`config.mk`:
```
export PLATFORM = sky130hd
export DESIGN_NAME = alu_arbiter
export DESIGN_NICKNAME = d
export VERILOG_FILES = /design/src/rtl/alu_arbiter.sv
export SDC_FILE = /design/constraint.sdc
export NUM_CORES = 1
export LEC_CHECK = 0
export BUFFER_PORTS_ARGS = -buffer_cell sky130_fd_sc_hd__buf_2
export CORE_MARGIN = 10
export CORE_UTILIZATION = 40
export CTS_CLUSTER_SIZE = 10
export DETAILED_ROUTE_END_ITERATION = 6
export HOLD_SLACK_MARGIN = 0.05
export PLACE_DENSITY = 0.85
export REMOVE_ABC_BUFFERS = 1
export SYNTH_ARGS = -nofsm -noshare
export SYNTH_HDL_FRONTEND = slang
export SYNTH_SLANG_ARGS = --single-unit
```
`constraint.sdc`:
```
create_clock -name clk -period 1.8 [get_ports clk]
set_input_delay 0.09 -clock clk [delete_from_list [all_inputs] [get_ports clk]]
set_output_delay 0.09 -clock clk [all_outputs]
set_load 0.05 [all_outputs]
```
`src/rtl/alu_arbiter.sv`:
```
// Round-robin arbiter that shares one ALU between two requesters, with a
// result-valid watchdog and a requester-tagged valid/ready response channel.
module alu_arbiter #(
    parameter int unsigned XLEN    = 32,
    parameter int unsigned TIMEOUT = 15
) (
    input  logic            clk,
    input  logic            rstn,
    input  logic            i_req0_valid,
    output logic            o_req0_ready,
    input  logic [3:0]      i_req0_op,
    input  logic [XLEN-1:0] i_req0_a,
    input  logic [XLEN-1:0] i_req0_b,
    input  logic            i_req1_valid,
    output logic            o_req1_ready,
    input  logic [3:0]      i_req1_op,
    input  logic [XLEN-1:0] i_req1_a,
    input  logic [XLEN-1:0] i_req1_b,
    output logic            o_alu_op_valid,
    input  logic            i_alu_op_ready,
    output logic [3:0]      o_alu_op_data,
    output logic            o_alu_a_valid,
    output logic [XLEN-1:0] o_alu_a_data,
    output logic            o_alu_b_valid,
    output logic [XLEN-1:0] o_alu_b_data,
    input  logic            i_alu_f_valid,
    input  logic [XLEN-1:0] i_alu_f_data,
    input  logic            i_alu_z_valid,
    output logic            o_rsp_valid,
    input  logic            i_rsp_ready,
    output logic            o_rsp_id,
    output logic [XLEN-1:0] o_rsp_data,
    output logic            o_rsp_zero,
    output logic            o_rsp_err
);
    localparam int unsigned     WD_W    = 8;
    localparam logic [WD_W-1:0] WD_LAST = WD_W'(TIMEOUT - 1);

    localparam logic [1:0] ST_IDLE  = 2'd0;
    localparam logic [1:0] ST_ISSUE = 2'd1;
    localparam logic [1:0] ST_RESP  = 2'd2;

    logic [1:0]      state;
    logic [1:0]      state_nxt;
    logic            rr_ptr;
    logic            issue_id;
    logic            alu_vld;
    logic [WD_W-1:0] wd_cnt;
    logic            grant0;
    logic            grant1;
    logic            grant_any;
    logic            alu_done;
    logic            wd_expired;
    logic            rsp_fire;

    // Grant and next-state decode; ready is held low while reset is asserted.
    always_comb begin
        state_nxt  = state;
        grant0     = 1'b0;
        grant1     = 1'b0;
        alu_done   = 1'b0;
        wd_expired = 1'b0;
        rsp_fire   = 1'b0;
        case (state)
            ST_IDLE: begin
                if (rstn) begin
                    if (!rr_ptr) begin
                        grant0 = i_req0_valid;
                        grant1 = i_req1_valid & ~i_req0_valid;
                    end else begin
                        grant1 = i_req1_valid;
                        grant0 = i_req0_valid & ~i_req1_valid;
                    end
                end
                if (grant0 | grant1) begin
                    state_nxt = ST_ISSUE;
                end
            end
            ST_ISSUE: begin
                alu_done   = i_alu_op_ready & i_alu_f_valid;
                wd_expired = ~alu_done & (wd_cnt == WD_LAST);
                if (alu_done | wd_expired) begin
                    state_nxt = ST_RESP;
                end
            end
            ST_RESP: begin
                rsp_fire = i_rsp_ready;
                if (i_rsp_ready) begin
                    state_nxt = ST_IDLE;
                end
            end
            default: state_nxt = ST_IDLE;
        endcase
    end

    assign grant_any      = grant0 | grant1;
    assign o_req0_ready   = grant0;
    assign o_req1_ready   = grant1;
    assign o_alu_op_valid = alu_vld;
    assign o_alu_a_valid  = alu_vld;
    assign o_alu_b_valid  = alu_vld;

    always_ff @(posedge clk or negedge rstn) begin
        if (!rstn) begin
            state <= ST_IDLE;
        end else begin
            state <= state_nxt;
        end
    end

    // Issue registers, watchdog, response capture and round-robin pointer.
    always_ff @(posedge clk or negedge rstn) begin
        if (!rstn) begin
            rr_ptr        <= 1'b0;
            issue_id      <= 1'b0;
            alu_vld       <= 1'b0;
            wd_cnt        <= '0;
            o_alu_op_data <= '0;
            o_alu_a_data  <= '0;
            o_alu_b_data  <= '0;
            o_rsp_valid   <= 1'b0;
            o_rsp_id      <= 1'b0;
            o_rsp_data    <= '0;
            o_rsp_zero    <= 1'b0;
            o_rsp_err     <= 1'b0;
        end else begin
            if (grant_any) begin
                alu_vld       <= 1'b1;
                issue_id      <= grant1;
                wd_cnt        <= '0;
                o_alu_op_data <= grant1 ? i_req1_op : i_req0_op;
                o_alu_a_data  <= grant1 ? i_req1_a  : i_req0_a;
                o_alu_b_data  <= grant1 ? i_req1_b  : i_req0_b;
            end
            if (alu_done | wd_expired) begin
                alu_vld     <= 1'b0;
                o_rsp_valid <= 1'b1;
                o_rsp_id    <= issue_id;
                o_rsp_data  <= alu_done ? i_alu_f_data : '0;
                o_rsp_zero  <= alu_done & i_alu_z_valid;
                o_rsp_err   <= wd_expired;
            end else if (state == ST_ISSUE) begin
                wd_cnt <= wd_cnt + WD_W'(1);
            end
            if (rsp_fire) begin
                o_rsp_valid <= 1'b0;
                rr_ptr      <= ~o_rsp_id;
            end
        end
    end

endmodule

```
**Word-level counts from Yosys, hierarchy flattened**

Cells that the tools add are included.
W data, S select, Z words.

- Memories: 0
- RAM bits: 0
- Register bits: 117
- Latch bits: 0
- Memory bits (read-only): 0

- Divide/modulo/power cells: 0
- Mux-type cells: 26
- $lt $le $gt $ge: 0
- Equality and inequality tests: 6
- Bitwise operators: 13
- $mul: 0
- Shift-type cells: 0
- Add/subtract/negate cells: 1
- Reductions and logical operators: 4

Operators with widths:

| cell | number |
|---|---|
| $mux W32 | 3 |
| $mux W8 | 3 |
| $mux W1 | 15 |
| $add A8 B1 Y8 const B | 1 |
| $eq A8 B4 Y1 const B | 1 |
| $mux W2 | 3 |
| $ne A2 B2 Y1 const B | 3 |
| $pmux W2 S3 | 1 |
| $and A1 B1 Y1 | 5 |
| $mux W4 | 1 |
| $not A1 Y1 | 4 |
| $or A1 B1 Y1 | 4 |
| $reduce_bool A2 Y1 | 2 |
| $reduce_and A3 Y1 | 1 |
| $eq A2 B1 Y1 const B | 1 |
| $eq A2 B2 Y1 const B | 1 |
| $logic_not A2 Y1 | 1 |

**Depth between registers and ports, before layout**

- Depth in word-level cells: 10
- Mapped depth: 7
- Depth with buffers taken out: 6

**Worst setup path before layout**

No wires, ideal clock.

- Path kind: register to register
- From: register state[0]
- To: register o_alu_b_data[16]
- Data arrival time: 1.833 ns
- Stages on the path, launching flop included: 7
- Data required time: 1.718 ns
- Clock period less this slack: 1.915 ns
- Path buffers: 1
- Setup slack: -0.115 ns
- Cell sequence: dfrtp_1 nor3b_2 nand3_1 inv_2 clkbuf_1 nand2_1 a31oi_1

- Word-level cells in the longest chain between the ends: 3
- Elaborated cells between the ends (all ways): 5
- Those cells by class: mux (3); bitwise (1); reduce/logical (1)

RTL lines:

| what | RTL line | source |
|---|---|---|
| start: declaration | 43 | `logic [1:0] state;` |
| start signal: assignment | 107 | `state <= state_nxt;` |
| $logic_not A2 Y1 | 64 | `case (state)` |
| $mux W1 | 64 |  |
| via o_req0_ready | 10 | `output logic o_req0_ready,` |
| $or A1 B1 Y1 | 96 | `assign grant_any = grant0 \| grant1;` |
| end signal: assignment | 133 | `o_alu_b_data <= grant1 ? i_req1_b : i_req0_b;` |
| end: declaration | 25 | `output logic [XLEN-1:0] o_alu_b_data,` |

The timed path passes the listed nets, and every way through them passes these cells.
A chain may end at the register's enable or synchronous reset.

**Final worst setup path**

- From: register wd_cnt[0]
- To: register o_rsp_data[31]

- Word-level cells in the longest chain between the ends: 4

RTL lines:

| what | RTL line | source |
|---|---|---|
| start: declaration | 48 | `logic [WD_W-1:0] wd_cnt;` |
| start signal: assignment | 143 | `wd_cnt <= wd_cnt + WD_W'(1);` |
| $eq A8 B4 Y1 | 81 | `wd_expired = ~alu_done & (wd_cnt == WD_LAST);` |
| $and A1 B1 Y1 | 81 |  |
| $mux W1 | 64 |  |
| $or A1 B1 Y1 | 135 | `if (alu_done \| wd_expired) begin` |
| end signal: assignment | 139 | `o_rsp_data <= alu_done ? i_alu_f_data : '0;` |
| end: declaration | 32 | `output logic [XLEN-1:0] o_rsp_data,` |

No other way between the ends.

==> flow_metrics.tcl <==
set metrics [dict create \
    status "finished with violations" \
    violations "setup timing" \
    slowest_delay_ns 0.47 \
    synth_simple_gate_area_frac 0.192 \
    cts_tree "yes" \
    yosys_register_bits 117 \
    slew_headroom 0.385 \
    synth_flop_cell "dfrtp_1" \
    nets 1166 \
    dp_hpwl_mm 12.5 \
    finalSetupTns_ns -2.32 \
    die_area_um2 17300 \
    max_freq_mhz 529 \
    power_leakage_nw 4.63 \
    synthCells 522 \
    finalMaxSlewViolations 0 \
    clkLatencyLatePin_ns 0.42 \
    crit_type "flop to flop" \
    grt_overflow 0 \
    io_pins 285 \
    synth_edf_count 0 \
    area_delta_synth_final_pct 85.6 \
    initial_utilization 0.411 \
    setup_viol 40 \
    p_per_area_nw_per_um2 1870 \
    multi_input_area_um2 1930 \
    core_area_um2 12100 \
    synth_top_area_frac 0.587 \
    numCtsBuffers 17 \
    vias 6462 \
    end_kind "flop" \
    wire_per_inst_um 21.8 \
    synth_fa_ha_area_frac 0.00502 \
    clockRootBuffer "clkbuf_16" \
    drc 0 \
    synth_common_cells "149 x nand2_1, 117 x dfrtp_1, 68 x nor2_1" \
    drive_gt1_frac 0.358 \
    synth_top_family_by_area "simple AND/OR/NAND/NOR gates" \
    cp_max_fo 34 \
    fill_cells 692 \
    finClkSkew_ns 0.0141 \
    rsz0062_at_grt "true" \
    grt_usage 0.272 \
    wl_met2_mm 12.8 \
    regArea_um2 2930 \
    wl_met1_mm 8.71 \
    max-cap-violations 0 \
    finalCritPeriodShare 1.05 \
    final_util 0.764 \
    ant_nets 0 \
    final_cell_area_um2 9250 \
    crit_arrival_ns 2.18 \
    crit_buf_inv 2 \
    peakVddDrop_v 0.00132 \
    grt_max_degree 118 \
    synth_top_cells_by_area "dfrtp_1 59%, nand2_1 11%, a31oi_1 8.4%" \
    grt_pass1_wl_mm 37.4 \
    finalWorstSetupSlack_ns -0.0892 \
    grt_pass1_vias 6635 \
    yosysSeqAreaShare 0.587 \
    antenna_found_initial 12 \
    via_per_inst 5.46 \
    total_power_mw 17.3 \
    highest_layer "met4" \
    gp_congestion 0.829 \
    slowest_stage "or4b_4" \
    hold_viol 0 \
    synth-xor-area-share 0 \
    dpl_cell_area_um2 6630 \
    critPathRequiredTime_ns 2.09 \
    die_x_um 132 \
    ys_types 37 \
    numClockSinks 117 \
    synth_top_area_cell "dfrtp_1" \
    start_kind "flop" \
    drtIter0Drc 529 \
    fin_crit_ns 1.89 \
    clkTransAtPathRegs_ns 0.05 \
    firstDrtPassIters 6 \
    worst_slew_pin_slew_ns 0.914 \
    hp-class "input port to flop" \
    synth.most_common_cell "nand2_1" \
    syn_area_per_cell_um2 9.55 \
    routed_wl_mm 25.7 \
    h-tree-depth 4 \
    path_delay_family "simple AND/OR/NAND/NOR gates" \
    crit_path_cell_trace "inv_1, ha_1, or4b_4, nor3_4, a21oi_4, buf_12, a22o_1" \
    synth_compound_area_frac 0.166 \
    rows 40 \
    synth-warning-count 0 \
    synth_area_um2 4980 \
    muxShareOfSynthArea 0.00904 \
    synthArstFlopShare 1.00 \
    die_y_um 132 \
    cts.path.max_buffers 2 \
    met3_length_mm 2.86 \
    io_buffers 284 \
]
[worst reg2reg max path, cell delays in order, from the launching register on]
cell and delay [ns]:
dfrtp_1 0.37, inv_1 0.06, ha_1 0.14, or4b_4 0.47, nor3_4 0.21, a21oi_4 0.11
buf_12 0.19, a22o_1 0.22
[cell type report]
type / instances / area share
inverters: 5 / 0.00419
repair buffers: 485 / 0.384
flip-flops and latches: 117 / 0.317
clock inverters: 10 / 0.00866
clock buffers: 22 / 0.0513
multi-input cells: 362 / 0.209
well taps: 168 / 0.0227
diodes: 14 / 0.00379
[what timing repair did]
| action | CTS | global route |
|---|---|---|
| buffers inserted | 3 | 4 |
| gates cloned | 2 | 4 |
| endpoints found under the setup margin | 35 | 106 |
| pin swaps | 2 | 5 |
| hold buffers | 173 | 0 |
| hold endpoints to repair | 221 | 0 |
| gates resized for setup | 10 | 23 |
[per-stage QoR]
step	hold WS (ns)	setup WS [ns]	instances
floorplan	-0.206	-2.69	484
global placement	0.237	0.0296	952
detailed placement	0.242	-0.0368	952
CTS	0.139	-0.0614	1162
global route	0.273	-0.172	1183
finish	0.270	-0.0892	1183
[worst paths after layout]
kind | to | slack, ns | cells past startpoint | start
setup / recovery | o_rsp_data[31]$_DFFE_PN0P_ | -0.09 | 7 | wd_cnt[0]$_DFF_PN0_
setup reg to reg | o_rsp_data[31]$_DFFE_PN0P_ | -0.09 | 7 | wd_cnt[0]$_DFF_PN0_
min in group asynchronous | o_alu_b_data[31]$_DFFE_PN0P_ | 0.35 | 3 | rstn
hold reg to reg | issue_id$_DFFE_PN0P_ | 0.49 | 2 | issue_id$_DFFE_PN0P_
max in group asynchronous | state[1]$_DFFE_PN0P_ | 1.00 | 3 | rstn
hold / removal | o_alu_b_data[23]$_DFFE_PN0P_ | 0.27 | 5 | i_req0_valid
[power breakdown]
part           switching (mW)  internal [mW]
combinational            6.82           2.44
sequential              0.874           3.91
clock                    1.22           1.99
[registers in the layout, indices dropped and copies added (netlist names)]
register / flops
o_rsp_zero: 1
o_alu_op_data: 4
o_rsp_valid: 1
o_rsp_id: 1
issue_id: 1
rr_ptr: 1
o_alu_a_data: 32
wd_cnt: 8
state: 2
o_rsp_err: 1
o_alu_a_valid: 1
o_alu_b_data: 32
o_rsp_data: 32
[logic make-up (layout without fill, tap and decap cells)]
kind of cell,count (synthesis),count (layout)
DFF,117,117
other,0,14
and+or+nand+nor,237,237
adders and majority gates,2,2
buffers and inverters,43,522
AOI/OAI and AO/OA,119,119
muxes,4,4
[layer usage]
layer | vias up | GRT usage
met2 | 582 | 0.451
met4 | 0 | 0.180
met5 | - | 0
met3 | 124 | 0.101
met1 | 3004 | 0.284
li1 | 2752 | -
[placed cells by master (no fill, tap or decap), drive strengths merged, types with 7 or more instances in the layout]
cell type	synthesis	final
a22o	33	33
a31oi	67	67
buf	10	307
clkbuf	28	27
clkinv	0	8
dfrtp	117	117
diode	0	14
dlygate4sd3	0	173
nand2	149	149
nor2	68	68
o21ai	7	7
Power figures use the tool's default switching activity.
